<file path="src/rtl/ram_prog_loader.sv">
// UART-fed program loader: frames received bytes into RAM words, validates a
// trailing checksum and holds the core in reset until a good frame has landed.
module ram_prog_loader #(
  parameter int unsigned       DATA_W      = 32,
  parameter int unsigned       ADDR_W      = 14,
  parameter logic [ADDR_W-1:0] BASE_ADDR   = '0,
  parameter logic [7:0]        SYNC_BYTE   = 8'h55,
  parameter int unsigned       TIMEOUT_CYC = 100000
) (
  input  logic              clk_i,
  input  logic              rst_i,
  input  logic              rx_dv_i,
  input  logic [7:0]        rx_byte_i,
  input  logic              reload_i,
  output logic              we_o,
  output logic [ADDR_W-1:0] addr_o,
  output logic [DATA_W-1:0] wdata_o,
  output logic              core_rst_no,
  output logic              busy_o,
  output logic              done_o,
  output logic              err_o,
  output logic [15:0]       words_o
);

  localparam int unsigned NBYTES = DATA_W / 8;
  localparam int unsigned BW     = (NBYTES > 1) ? $clog2(NBYTES) : 1;
  localparam int unsigned TW     = (TIMEOUT_CYC > 1) ? $clog2(TIMEOUT_CYC) : 1;

  typedef enum logic [2:0] {StIdle, StLen0, StLen1, StData, StCsum, StRun} state_e;

  state_e            state;
  logic [7:0]        len_lo;
  logic [15:0]       len;
  logic [15:0]       wcnt;
  logic [BW-1:0]     bcnt;
  logic [7:0]        csum;
  logic [DATA_W-1:0] shreg;
  logic [TW-1:0]     tcnt;

  logic [DATA_W+7:0] shcat;
  logic [DATA_W-1:0] shifted;
  logic [7:0]        csum_nxt;
  logic              in_frame;
  logic              last_byte;
  logic              timeout_hit;

  // Byte shift (new byte enters at the top so the first byte ends at [7:0]) and status decode
  always_comb begin
    shcat       = {rx_byte_i, shreg};
    shifted     = shcat[DATA_W+7:8];
    csum_nxt    = csum + rx_byte_i;
    in_frame    = (state == StLen0) || (state == StLen1) || (state == StData) ||
                  (state == StCsum);
    last_byte   = (bcnt == BW'(NBYTES - 1));
    timeout_hit = (TIMEOUT_CYC != 0) && in_frame && !rx_dv_i &&
                  (tcnt == TW'(TIMEOUT_CYC - 1));
  end

  // Loader FSM with all outputs registered
  always_ff @(posedge clk_i) begin
    if (rst_i) begin
      state       <= StIdle;
      we_o        <= 1'b0;
      addr_o      <= BASE_ADDR;
      wdata_o     <= '0;
      core_rst_no <= 1'b0;
      busy_o      <= 1'b0;
      done_o      <= 1'b0;
      err_o       <= 1'b0;
      words_o     <= '0;
      len_lo      <= '0;
      len         <= '0;
      wcnt        <= '0;
      bcnt        <= '0;
      csum        <= '0;
      shreg       <= '0;
      tcnt        <= '0;
    end else begin
      we_o <= 1'b0;
      // Address and word count advance in the cycle after each write pulse
      if (we_o) begin
        addr_o  <= addr_o + 1'b1;
        words_o <= words_o + 16'd1;
      end

      if (rx_dv_i) tcnt <= '0;
      else if (in_frame) tcnt <= tcnt + 1'b1;

      if (reload_i) begin
        // Reload wins over a simultaneous byte, which is dropped
        state       <= StIdle;
        core_rst_no <= 1'b0;
        done_o      <= 1'b0;
        busy_o      <= 1'b0;
      end else if (timeout_hit) begin
        state  <= StIdle;
        err_o  <= 1'b1;
        busy_o <= 1'b0;
      end else if (rx_dv_i) begin
        case (state)
          StIdle: begin
            if (rx_byte_i == SYNC_BYTE) begin
              state   <= StLen0;
              err_o   <= 1'b0;
              done_o  <= 1'b0;
              words_o <= '0;
              csum    <= '0;
              addr_o  <= BASE_ADDR;
              busy_o  <= 1'b1;
            end
          end
          StLen0: begin
            len_lo <= rx_byte_i;
            csum   <= csum_nxt;
            state  <= StLen1;
          end
          StLen1: begin
            len   <= {rx_byte_i, len_lo};
            csum  <= csum_nxt;
            bcnt  <= '0;
            wcnt  <= '0;
            state <= ({rx_byte_i, len_lo} == 16'd0) ? StCsum : StData;
          end
          StData: begin
            csum  <= csum_nxt;
            shreg <= shifted;
            if (last_byte) begin
              wdata_o <= shifted;
              we_o    <= 1'b1;
              bcnt    <= '0;
              wcnt    <= wcnt + 16'd1;
              if (wcnt + 16'd1 == len) state <= StCsum;
            end else begin
              bcnt <= bcnt + 1'b1;
            end
          end
          StCsum: begin
            busy_o <= 1'b0;
            if (csum_nxt == 8'h00) begin
              state       <= StRun;
              done_o      <= 1'b1;
              core_rst_no <= 1'b1;
            end else begin
              state <= StIdle;
              err_o <= 1'b1;
            end
          end
          default: ;  // StRun ignores all received bytes
        endcase
      end
    end
  end

endmodule

</file>
<file path="config.mk">
export PLATFORM = sky130hd
export DESIGN_NAME = ram_prog_loader
export DESIGN_NICKNAME = d
export VERILOG_FILES = /design/src/rtl/ram_prog_loader.sv
export SDC_FILE = /design/constraint.sdc
export NUM_CORES = 1
export LEC_CHECK = 0
export CELL_PAD_IN_SITES_DETAIL_PLACEMENT = 0
export CELL_PAD_IN_SITES_GLOBAL_PLACEMENT = 1
export CORE_MARGIN = 2
export CORE_UTILIZATION = 46
export DETAILED_ROUTE_END_ITERATION = 10
export PLACE_DENSITY_LB_ADDON = 0.1
export SYNTH_ARGS = -nofsm -noshare
export SYNTH_HDL_FRONTEND = slang
export SYNTH_SLANG_ARGS = --single-unit
</file>
<file path="constraint.sdc">
create_clock -name clk_i -period 4.1 [get_ports clk_i]
set_input_delay 0.615 -clock clk_i [delete_from_list [all_inputs] [get_ports clk_i]]
set_output_delay 0.615 -clock clk_i [all_outputs]
set_load 0.1 [all_outputs]
</file>
==> impl_metrics.csv, run 1 <==
group,metric,value,unit
pwr,ir_drop,0.3129,mV
synth,yosysTopAreaCell,"dfxtp_1",
cells_and_area,fillers,1543,
synth,syn_inst,886,
routing,met2WireLength,7.992,mm
clock_tree,cts_tree,"built",
place,io_buffer_count,78,
worst_setup_path,cp.required,4.44,ns
worst_setup_path,cp_max_fo,8,
floorplan,coreArea,15770,um^2
synth,synthArstFlopShare,0,
cells_and_area,final_util,0.5610,
run_status,status,"finished clean",
worst_setup_path,r2r_end,"core_rst_no$_SDFFE_PP0P_",
routing,first_pass_iters,4,
routing,top_layer_used,"met4",
pwr,p_total,0.003211,W
sta,tns,0,ns
clock_tree,postCtsSetupBuffers,0,
routing,routed-wl-met3,741,um
synth,synth_nets,911,
global_route,overflow,0,
routing,drt_iter0_drc,343,
sta,finalCriticalPeriod,3.158,ns
sta,min_period_over_period,0.7701,
floorplan,dieWidth,130.6,um
worst_setup_path,startpoint_type,"primary input",
global_route,grt_pass1_vias,5686,
worst_setup_path,critPathKind,"in2reg",
synth,synth_edf_count,0,
place,hpwl,12.20,mm
worst_setup_path,cp-startpoint,"rx_byte_i[1]",
clock_tree,hold_buffers,0,
sta,slew_violations,0,
cells_and_area,drive_gt1_frac,0.06354,
sta,worstMarginPinSlew,1.007,ns
floorplan,dieArea,17050,um^2
sta,rsz0062_at_grt,"false",
cells_and_area,area_delta_synth_final,20.05,%
clock_tree,cts_buffer_depth,2,
routing,wl_per_cell,14.85,um
sta,skew,0.007822,ns
cells_and_area,final_cells,1176,
clock_tree,post_cts_resize_count,0,
place,place_congestion,0.8408,
synth,synth_area,7370,um^2
worst_setup_path,r2r-start,"csum[0]$_SDFFE_PP0P_",
synth,synthTopCellsByArea,"dfxtp_1 44%, nand2_1 7.9%, a21oi_1 6.6%",
clock_tree,insertion_delay,0.42,ns
cells_and_area,nets,972,
pwr,leakagePower,3.131,nW
floorplan,core.rowCount,46,
synth,yosysSeqAreaShare,0.4374,
synth,synthDistinctLibCells,72,
synth,syn_avg_cell_area,8.318,um^2
sta,hold_viol_final,0,
floorplan,die_h,130.6,um
worst_setup_path,worst_r2r_path_depth,9,
sta,maxSlewHeadroom,0.3265,
clock_tree,numCtsBuffers,17,
clock_tree,clkTransAtPathRegs,0.07,ns
routing,via_count,6269,
place,dp.cells,1144,
routing,viasPerCell,5.331,
global_route,grt_start_max_net_pins,60,
routing,ant_nets,0,
clock_tree,root_buffer,"clkbuf_16",
worst_setup_path,worstPathArrival,3.49,ns
global_route,grt_pass1_wl,28.49,mm
routing,drc_errors,0,
sta,setup_viol,0,
floorplan,initial_core_util,0.4673,
routing,routed_wl,17.46,mm
synth,yosys_register_bits,161,
routing,drt-met1-wl,8.506,mm
run,max-cap-violations,0,
global_route,antenna_found_initial,0,
clock_tree,clock-sinks,161,
worst_setup_path,critPathCaptureType,"register",
synth,synth-main-ff-cell,"dfxtp_1",
floorplan,io_pins,79,
pwr,cellPowerDensity,363.0,nW/um^2
global_route,grt_use_total,0.2103,
synth,synth.top_cell.area_share,0.4374,
sta,max_freq,316.7,MHz
worst_setup_path,critical_path.endpoint,"core_rst_no$_SDFFE_PP0P_",
worst_hold_path,hold_path.class,"reg2reg",
synth,yosysWarnings,0,
cells_and_area,diodes,0,
clock_tree,cts_htree_levels,4,
worst_setup_path,rrSetupSlack,1.32,ns
cell families after synthesis:
kind of cell	synth area share
fa+ha+maj	0.02309
mux	0.04075
xor+xnor	0.07589
buf+inv	0.04006
flops	0.4374
compound gates	0.1280
simple gates	0.2548
cells in the mapped netlist, drive strengths merged (9+ instances only):
cell	number
buf	22
xnor2	27
mux2i	30
and2	12
nand3	24
nor4	9
nand2	156
o21ai	27
a21oi	97
nand4	18
xor2	36
dfxtp	161
ha	12
nor2	104
or3	12
and3	14
inv	12
nor3	17
clkbuf	27
worst max-delay path: stages:
cell             delay, ns
clkdlybuf4s50_1       0.60
fa_1                  0.54
a21oi_1               0.30
o21a_1                0.18
o311ai_0              0.13
nor4_1                0.50
nand2_1               0.14
or2_1                 0.26
a211oi_1              0.23
final cells by class:
class | count | area [um^2] | area share
clock buffer | 22 | 454.2 | 0.05134
clock inverter | 10 | 127.6 | 0.01443
inverter | 12 | 45.04 | 0.005091
multi-input combinational | 664 | 3851 | 0.4353
sequential | 161 | 3223 | 0.3643
tap | 216 | 270.3 | 0.03055
timing repair buffer | 91 | 875.8 | 0.09900
through the flow:
stage	area, um^2	worst slack [ns]	hold WS (ns)
2_1_floorplan	7370	1.383	0.4321
3_3_place_gp	8265	0.5752	0.4421
3_5_place_dp	8265	0.5491	0.4456
4_1_cts	8847	0.9870	0.4542
5_1_grt	8847	0.6945	0.4748
6_report	8847	0.9424	0.4510
worst min-delay path by stage:
stage / depth (start not counted) / end / startpoint
after floorplan: 2 / wdata_o[0]$_SDFFE_PP0P_ / shreg[8]$_SDFFE_PP0P_
after global placement: 2 / wdata_o[0]$_SDFFE_PP0P_ / wdata_o[0]$_SDFFE_PP0P_
after detailed placement: 2 / wdata_o[8]$_SDFFE_PP0P_ / wdata_o[8]$_SDFFE_PP0P_
after CTS: 2 / wdata_o[20]$_SDFFE_PP0P_ / wdata_o[20]$_SDFFE_PP0P_
after global routing: 2 / wdata_o[4]$_SDFFE_PP0P_ / wdata_o[4]$_SDFFE_PP0P_
final: 2 / wdata_o[8]$_SDFFE_PP0P_ / wdata_o[8]$_SDFFE_PP0P_
state kept, by name (all words and copies together), names as in the netlist:
register	cells
wdata_o	32
shreg	24
tcnt	17
len	16
wcnt	16
words_o	16
addr_o	14
csum	8
len_lo	8
state	3
bcnt	2
busy_o	1
core_rst_no	1
done_o	1
err_o	1
we_o	1
layout by cell type, fill, tap and decap left out, types with 17 or more instances in the layout:
cell,netlist,routed
nor2_1,103,103
xnor2_1,26,26
o21ai_0,25,25
clkbuf_16,0,17
dfxtp_1,161,161
xor2_1,36,36
nor3_1,17,17
mux2i_1,30,30
clkdlybuf4s50_1,0,77
a21oi_1,97,97
nand3_1,23,23
nand4_1,17,17
nand2_1,156,156
where the power goes:
part           internal (W)  total (W)  switching [W]
Clock              0.000923    0.00157       0.000650
Combinational     0.0000227  0.0000746      0.0000519
Sequential          0.00156    0.00156    0.000000139
layer usage:
layer / GRT usage / up-vias
li1: - / 3172
met1: 0.2912 / 2952
met2: 0.3330 / 128
met3: 0.03909 / 17
met4: 0.06821 / 0
met5: 0 / -
No activity file was read; power rests on OpenSTA's default activity.
==> run 2, diff against run 1 <==
--- a/config.mk
+++ b/config.mk
@@ -8,7 +8,7 @@
 export CELL_PAD_IN_SITES_DETAIL_PLACEMENT = 0
 export CELL_PAD_IN_SITES_GLOBAL_PLACEMENT = 1
 export CORE_MARGIN = 2
-export CORE_UTILIZATION = 46
+export CORE_UTILIZATION = 38
 export DETAILED_ROUTE_END_ITERATION = 10
 export PLACE_DENSITY_LB_ADDON = 0.1
 export SYNTH_ARGS = -nofsm -noshare
==> constraint.sdc (replaced) <==
create_clock -name clk_i -period 2.85 [get_ports clk_i]
set_input_delay 0.4275 -clock clk_i [delete_from_list [all_inputs] [get_ports clk_i]]
set_output_delay 0.4275 -clock clk_i [all_outputs]
set_load 0.1 [all_outputs]
==> run 2 against run 1 <==
Against the previous run:
- sequential share of layout area shrank 0.62 points
- routed wire length rose by 7.9%
- die area increased by 20%
- sequential power increased by 44%
- utilization decreased by 8.5 points
- hold slack gained 0.0042 ns
- setup slack got worse by 0.76 ns
- final cell count up 6.2%
- sequential cell count unchanged
- non-clock buffer count grew 29
- count of clock-buffer cells in the layout fell by 3
- highest routed layer unchanged
==> impl_metrics.csv, run 2 (synthesis gave the netlist of run 1 again) <==
group,metric,value,unit
cells_and_area,final_cell_mix,"161 x dfxtp_1, 156 x nand2_1, 109 x buf_4",
cells_and_area,nets,1001,
cells_and_area,diodes,0,
floorplan,dieArea,20520,um^2
cells_and_area,biggestRegsByFlops,"wdata_o: 32 flops, shreg: 24 flops, tcnt: 17 flops",
global_route,met2_usage,0.3105,
clock_tree,cts_buffer_depth,2,
place,hpwl,13.29,mm
cells_and_area,multiInputGateArea,3864,um^2
floorplan,dieWidth,143.3,um
sta,max_freq,374.6,MHz
sta,maxSlewHeadroom,0.5058,
global_route,antenna_found_initial,0,
routing,routed_wl,18.85,mm
clock_tree,cts_tree,"built",
place,io_buffer_count,78,
floorplan,core.rowCount,50,
global_route,overflow,0,
worst_setup_path,cp_slowest_cell,"fa_1",
place,post-place-ws,-0.4142,ns
pwr,power.switching,0.001057,W
sta,setup_slack,0.1803,ns
sta,hold_viol_final,0,
routing,viasPerCell,5.118,
worst_setup_path,cp_cell_sequence,"clkdlybuf4s50_1, fa_1, a21oi_2, buf_4, o21a_1, o21ai_0, nor4_1, buf_4, nand2_1, or2_1, a211oi_1",
global_route,grt_pass1_wl,30.46,mm
run_status,status,"finished clean",
cells_and_area,largest_register,"wdata_o",
pwr,ir_drop,0.3985,mV
pwr,p_int,0.003649,W
clock_tree,clock-sinks,161,
cells_and_area,largest_register_ff_count,32,
global_route,grt_util_met3,0.03823,
clock_tree,numCtsBuffers,17,
sta,setup_viol,0,
routing,drc_errors,0,
pwr,clkPwrFrac,0.494,
sta,worstMarginPinSlew,0.7386,ns
floorplan,coreArea,18890,um^2
pwr,sw_frac_of_total,0.2246,
cells_and_area,final_cells,1249,
cells_and_area,fillers,1901,
pwr,leakagePower,3.431,nW
pwr,comb_power_share,0.028,
clock_tree,root_buffer,"clkbuf_16",
worst_setup_path,critPathMaxStageDelay,0.50,ns
cells_and_area,area_delta_synth_final,22.12,%
worst_setup_path,worstPathArrival,3.01,ns
routing,via_count,6392,
sta,min_period_over_period,0.9367,
floorplan,io_pins,79,
pwr,p_total,0.004706,W
global_route,grt_pass1_vias,6097,
worst_hold_path,hold_path.class,"reg2reg",
clock_tree,clkTransAtPathRegs,0.06,ns
run,max-cap-violations,0,
clock_tree,hold_buffers,0,
sta,hold_slack,0.4552,ns
pwr,cellPowerDensity,522.9,nW/um^2
global_route,globalRoute.busiestLayer,"met2",
floorplan,die_h,143.3,um
cells_and_area,finalInstanceArea,9000,um^2
cells_and_area,drive_gt1_frac,0.1668,
worst_setup_path,critPathCaptureType,"register",
routing,ant_nets,0,
global_route,grt_start_max_net_pins,66,
clock_tree,cts_htree_levels,4,
routing,drt_iter0_drc,363,
global_route,grt_use_total,0.1863,
place,dp.cells,1217,
worst_setup_path,startpoint_type,"primary input",
worst_setup_path,critPathKind,"in2reg",
sta,rsz0062_at_grt,"false",
sta,slew_violations,0,
worst_setup_path,cp_max_fo,3,
clock_tree,postCtsSetupBuffers,0,
place,place_congestion,0.8637,
sta,finalCriticalPeriod,2.670,ns
worst_setup_path,cpMostUsedCell,"buf_4",
sta,skew,0.008998,ns
worst_setup_path,cp.required,3.19,ns
clock_tree,insertion_delay,0.43,ns
cells_and_area,layout_commonest_cell,"dfxtp_1",
cells_and_area,ff_latch_area,3223,um^2
routing,first_pass_iters,4,
routing,wl_per_cell,15.09,um
floorplan,initial_core_util,0.3901,
global_route,met1_usage,0.2405,
place,placed_area,8383,um^2
pwr,sequentialPowerShare,0.478,
-- run 2: cell count changes in the layout (fill, tap and decap cells not counted), moves of 2 or more --
cell,delta
clkbuf_1,-4
buf_4,+95
clkinvlp_4,+2
clkdlybuf4s50_1,-68
inv_6,+3
-- run 2: final cells by class --
cell class,instances,share of cell area
clock buffers,19,0.05033
multi-input cells,664,0.4293
flip-flops and latches,161,0.3581
repair buffers,120,0.1045
well taps,260,0.03615
clock inverters,13,0.01654
inverters,12,0.005005
-- run 2: stage by stage --
step	utilization	TNS [ns]
final	0.4764	0
after global routing	0.4764	0
after CTS	0.4756	0
after detailed placement	0.4437	-1.847
after global placement	0.4437	-1.766
after floorplan	-	0
-- run 2: power groups by stage --
stage | Sequential (W) | Combinational (W) | Clock (W)
2_1_floorplan | 0.00230 | 0.0000572 | 0
3_3_place_gp | 0.00230 | 0.000129 | 0
3_5_place_dp | 0.00230 | 0.000131 | 0
4_1_cts | 0.00225 | 0.000131 | 0.00239
5_1_grt | 0.00225 | 0.000141 | 0.00248
6_report | 0.00225 | 0.000131 | 0.00233
-- run 2: routing by layer --
metal  up-vias  share of wire
met5         -              0
met4         0          0.020
met3        30          0.028
met2       111           0.47
met1      3011           0.48
li1       3240              -
-- run 2: final timing paths --
kind,from,slack (ns),endpoint,cells past startpoint
setup reg to reg,csum[0]$_SDFFE_PP0P_,0.27,core_rst_no$_SDFFE_PP0P_,11
setup / recovery,rx_byte_i[1],0.18,core_rst_no$_SDFFE_PP0P_,11
hold / removal,wdata_o[15]$_SDFFE_PP0P_,0.46,wdata_o[15]$_SDFFE_PP0P_,2
hold reg to reg,wdata_o[15]$_SDFFE_PP0P_,0.46,wdata_o[15]$_SDFFE_PP0P_,2
-- run 2: critical path: cells and delay by family --
family                     cells  cell delay [ns]
adders and majority gates      1             0.50
AOI/OAI and AO/OA              4             0.63
and+or+nand+nor                3             0.64
buffers and inverters          3             0.81
-- run 2: what timing repair did --
item                                    in CTS  in global routing
resized for setup                            0                  5
endpoints found under the setup margin       0                  5
hold endpoints to repair                     0                  0
==> run 3, diff against run 2 <==
--- a/config.mk
+++ b/config.mk
@@ -5,8 +5,10 @@
 export SDC_FILE = /design/constraint.sdc
 export NUM_CORES = 1
 export LEC_CHECK = 0
+export CAP_MARGIN = 20
 export CELL_PAD_IN_SITES_DETAIL_PLACEMENT = 0
 export CELL_PAD_IN_SITES_GLOBAL_PLACEMENT = 1
+export CORE_ASPECT_RATIO = 0.8
 export CORE_MARGIN = 2
 export CORE_UTILIZATION = 38
 export DETAILED_ROUTE_END_ITERATION = 10
==> run 3 against run 2 <==
Against the previous run:
- sequential power is essentially flat
- global-route usage grew 0.12 points
- final cell count is the same
- sequential share of layout area is essentially flat
- utilization shrank 0.20 points
- cell area is essentially flat
- non-clock buffer count grew 2
- routed wire length shrank 0.26%
- via count grew 0.75%
- first-iteration DRC count shrank 11%
- clock power shrank 3%
- critical endpoint unchanged
- largest cell class unchanged
- largest power group unchanged
==> impl_metrics.csv, run 3 (synthesis gave the netlist of run 1 again) <==
group,metric,value,unit
floorplan,dieWidth,159.7,um
worst_setup_path,cp_slowest_cell,"clkdlybuf4s50_1",
clock_tree,cts_tree,"built",
routing,drt_iter0_drc,322,
global_route,grt_pass1_wl,30.95,mm
clock_tree,post_cts_resize_count,0,
worst_setup_path,r2r_end,"state[1]$_SDFFE_PP0P_",
worst_hold_path,min_from,"wdata_o[9]$_SDFFE_PP0P_",
sta,finalCriticalPeriod,2.724,ns
cells_and_area,ff_latch_area,3223,um^2
cells_and_area,final_cell_mix,"161 x dfxtp_1, 156 x nand2_1, 111 x buf_4",
cells_and_area,fillers,1890,
sta,rsz0062_at_grt,"false",
worst_setup_path,r2r-start,"wcnt[1]$_SDFFE_PP0P_",
floorplan,coreArea,18970,um^2
sta,setup_viol,0,
place,io_buffer_count,78,
place,place_congestion,0.8509,
worst_hold_path,whs_path_depth,2,
clock_tree,clkTransAtPathRegs,0.07,ns
routing,viasPerCell,5.156,
place,hpwl,13.47,mm
floorplan,dieArea,20530,um^2
routing,routed_wl,18.80,mm
clock_tree,insertion_delay,0.43,ns
global_route,grt_start_max_net_pins,67,
sta,hold_slack,0.4546,ns
sta,maxSlewHeadroom,0.4836,
worst_setup_path,critPathCaptureType,"register",
cells_and_area,nets,1003,
pwr,leakagePower,3.432,nW
routing,wl_per_cell,15.05,um
floorplan,io_pins,79,
cells_and_area,final_util,0.4744,
worst_hold_path,whs_endpoint,"wdata_o[9]$_SDFFE_PP0P_",
pwr,p_total,0.004643,W
clock_tree,hold_buffers,0,
routing,ant_nets,0,
worst_setup_path,critPathMaxStageDelay,0.44,ns
clock_tree,root_buffer,"clkbuf_16",
cells_and_area,finalInstanceArea,9001,um^2
pwr,ir_drop,0.3556,mV
clock_tree,cts_htree_levels,4,
sta,slew_violations,0,
cells_and_area,layout_commonest_cell,"dfxtp_1",
worst_setup_path,cp_cell_sequence,"clkdlybuf4s50_1, ha_2, fa_2, buf_4, xor2_1, nor3_1, o21ai_1, nor4_2, buf_4, nand2_1, or2_4, a211oi_2",
worst_setup_path,cp.required,3.20,ns
global_route,antenna_found_initial,1,
floorplan,die_h,128.6,um
clock_tree,clock-sinks,161,
floorplan,initial_core_util,0.3884,
worst_setup_path,cp_max_fo,3,
worst_hold_path,hold_path.class,"reg2reg",
routing,via_count,6440,
cells_and_area,diodes,0,
global_route,overflow,0,
cells_and_area,drive_gt1_frac,0.1695,
run,max-cap-violations,0,
worst_setup_path,cpMostUsedCell,"buf_4",
global_route,grt_use_total,0.1875,
worst_setup_path,worst_r2r_path_depth,8,
cells_and_area,multiInputGateArea,3875,um^2
cells_and_area,biggestRegsByFlops,"wdata_o: 32 flops, shreg: 24 flops, tcnt: 17 flops",
worst_setup_path,worstPathArrival,3.07,ns
sta,hold_viol_final,0,
worst_setup_path,rrSetupSlack,0.24,ns
sta,max_freq,367.1,MHz
floorplan,core.rowCount,45,
clock_tree,cts_buffer_depth,2,
clock_tree,numCtsBuffers,17,
worst_setup_path,critPathKind,"in2reg",
routing,first_pass_iters,5,
pwr,cellPowerDensity,515.8,nW/um^2
cells_and_area,largest_register,"wdata_o",
sta,min_period_over_period,0.9557,
worst_setup_path,cp-startpoint,"rx_byte_i[0]",
cells_and_area,largest_register_ff_count,32,
worst_setup_path,startpoint_type,"primary input",
run_status,status,"finished clean",
routing,drc_errors,0,
cells_and_area,final_cells,1249,
sta,skew,0.009620,ns
clock_tree,postCtsSetupBuffers,0,
sta,worstMarginPinSlew,0.7747,ns
place,placed_area,8396,um^2
place,dp.cells,1217,
global_route,grt_pass1_vias,6050,
cells_and_area,area_delta_synth_final,22.14,%
## run 3: stage by stage
step	setup slack [ns]	setup TNS, ns
2_1_floorplan	0.2266	0
3_3_place_gp	-0.2992	-1.163
3_5_place_dp	-0.4177	-1.671
4_1_cts	0.04017	0
5_1_grt	0.009873	0
6_report	0.1263	0
## run 3: worst max-delay path by stage
stage | slack (ns) | end
6_report | 0.13 | core_rst_no$_SDFFE_PP0P_
5_1_grt | 0.01 | core_rst_no$_SDFFE_PP0P_
4_1_cts | 0.04 | core_rst_no$_SDFFE_PP0P_
3_5_place_dp | -0.42 | core_rst_no$_SDFFE_PP0P_
3_3_place_gp | -0.30 | core_rst_no$_SDFFE_PP0P_
2_1_floorplan | 0.23 | addr_o[11]$_SDFF_PP0_
## run 3: per-layer routing
| layer | track usage | part of all wire | vias up |
|---|---|---|---|
| met5 | 0 | 0 | - |
| met4 | 0.06203 | 0.013 | 0 |
| met3 | 0.03546 | 0.034 | 20 |
| met2 | 0.2997 | 0.45 | 118 |
| met1 | 0.2570 | 0.50 | 3063 |
| li1 | - | - | 3239 |
## run 3: power breakdown
part           switching, W  leakage [nW]  internal, W
clock network       0.00101         0.284      0.00126
registers       0.000000204          1.30      0.00225
logic             0.0000831          1.85    0.0000453
total               0.00109          3.43      0.00355
## run 3: worst max-delay path, delay by kind of cell
family,cells,cell delay [ns]
adders and majority gates,2,0.55
xor gates and xnor gates,1,0.17
AOI/OAI and AO/OA,2,0.33
buffers and inverters,3,0.73
and+or+nand+nor,4,0.86
## run 3: final cells by class
cell class,instances,share of cell area
timing repair buffer,122,0.1059
multi-input combinational,664,0.4305
tap,258,0.03586
clock buffer,19,0.04921
sequential,161,0.3581
inverter,12,0.005004
clock inverter,13,0.01543
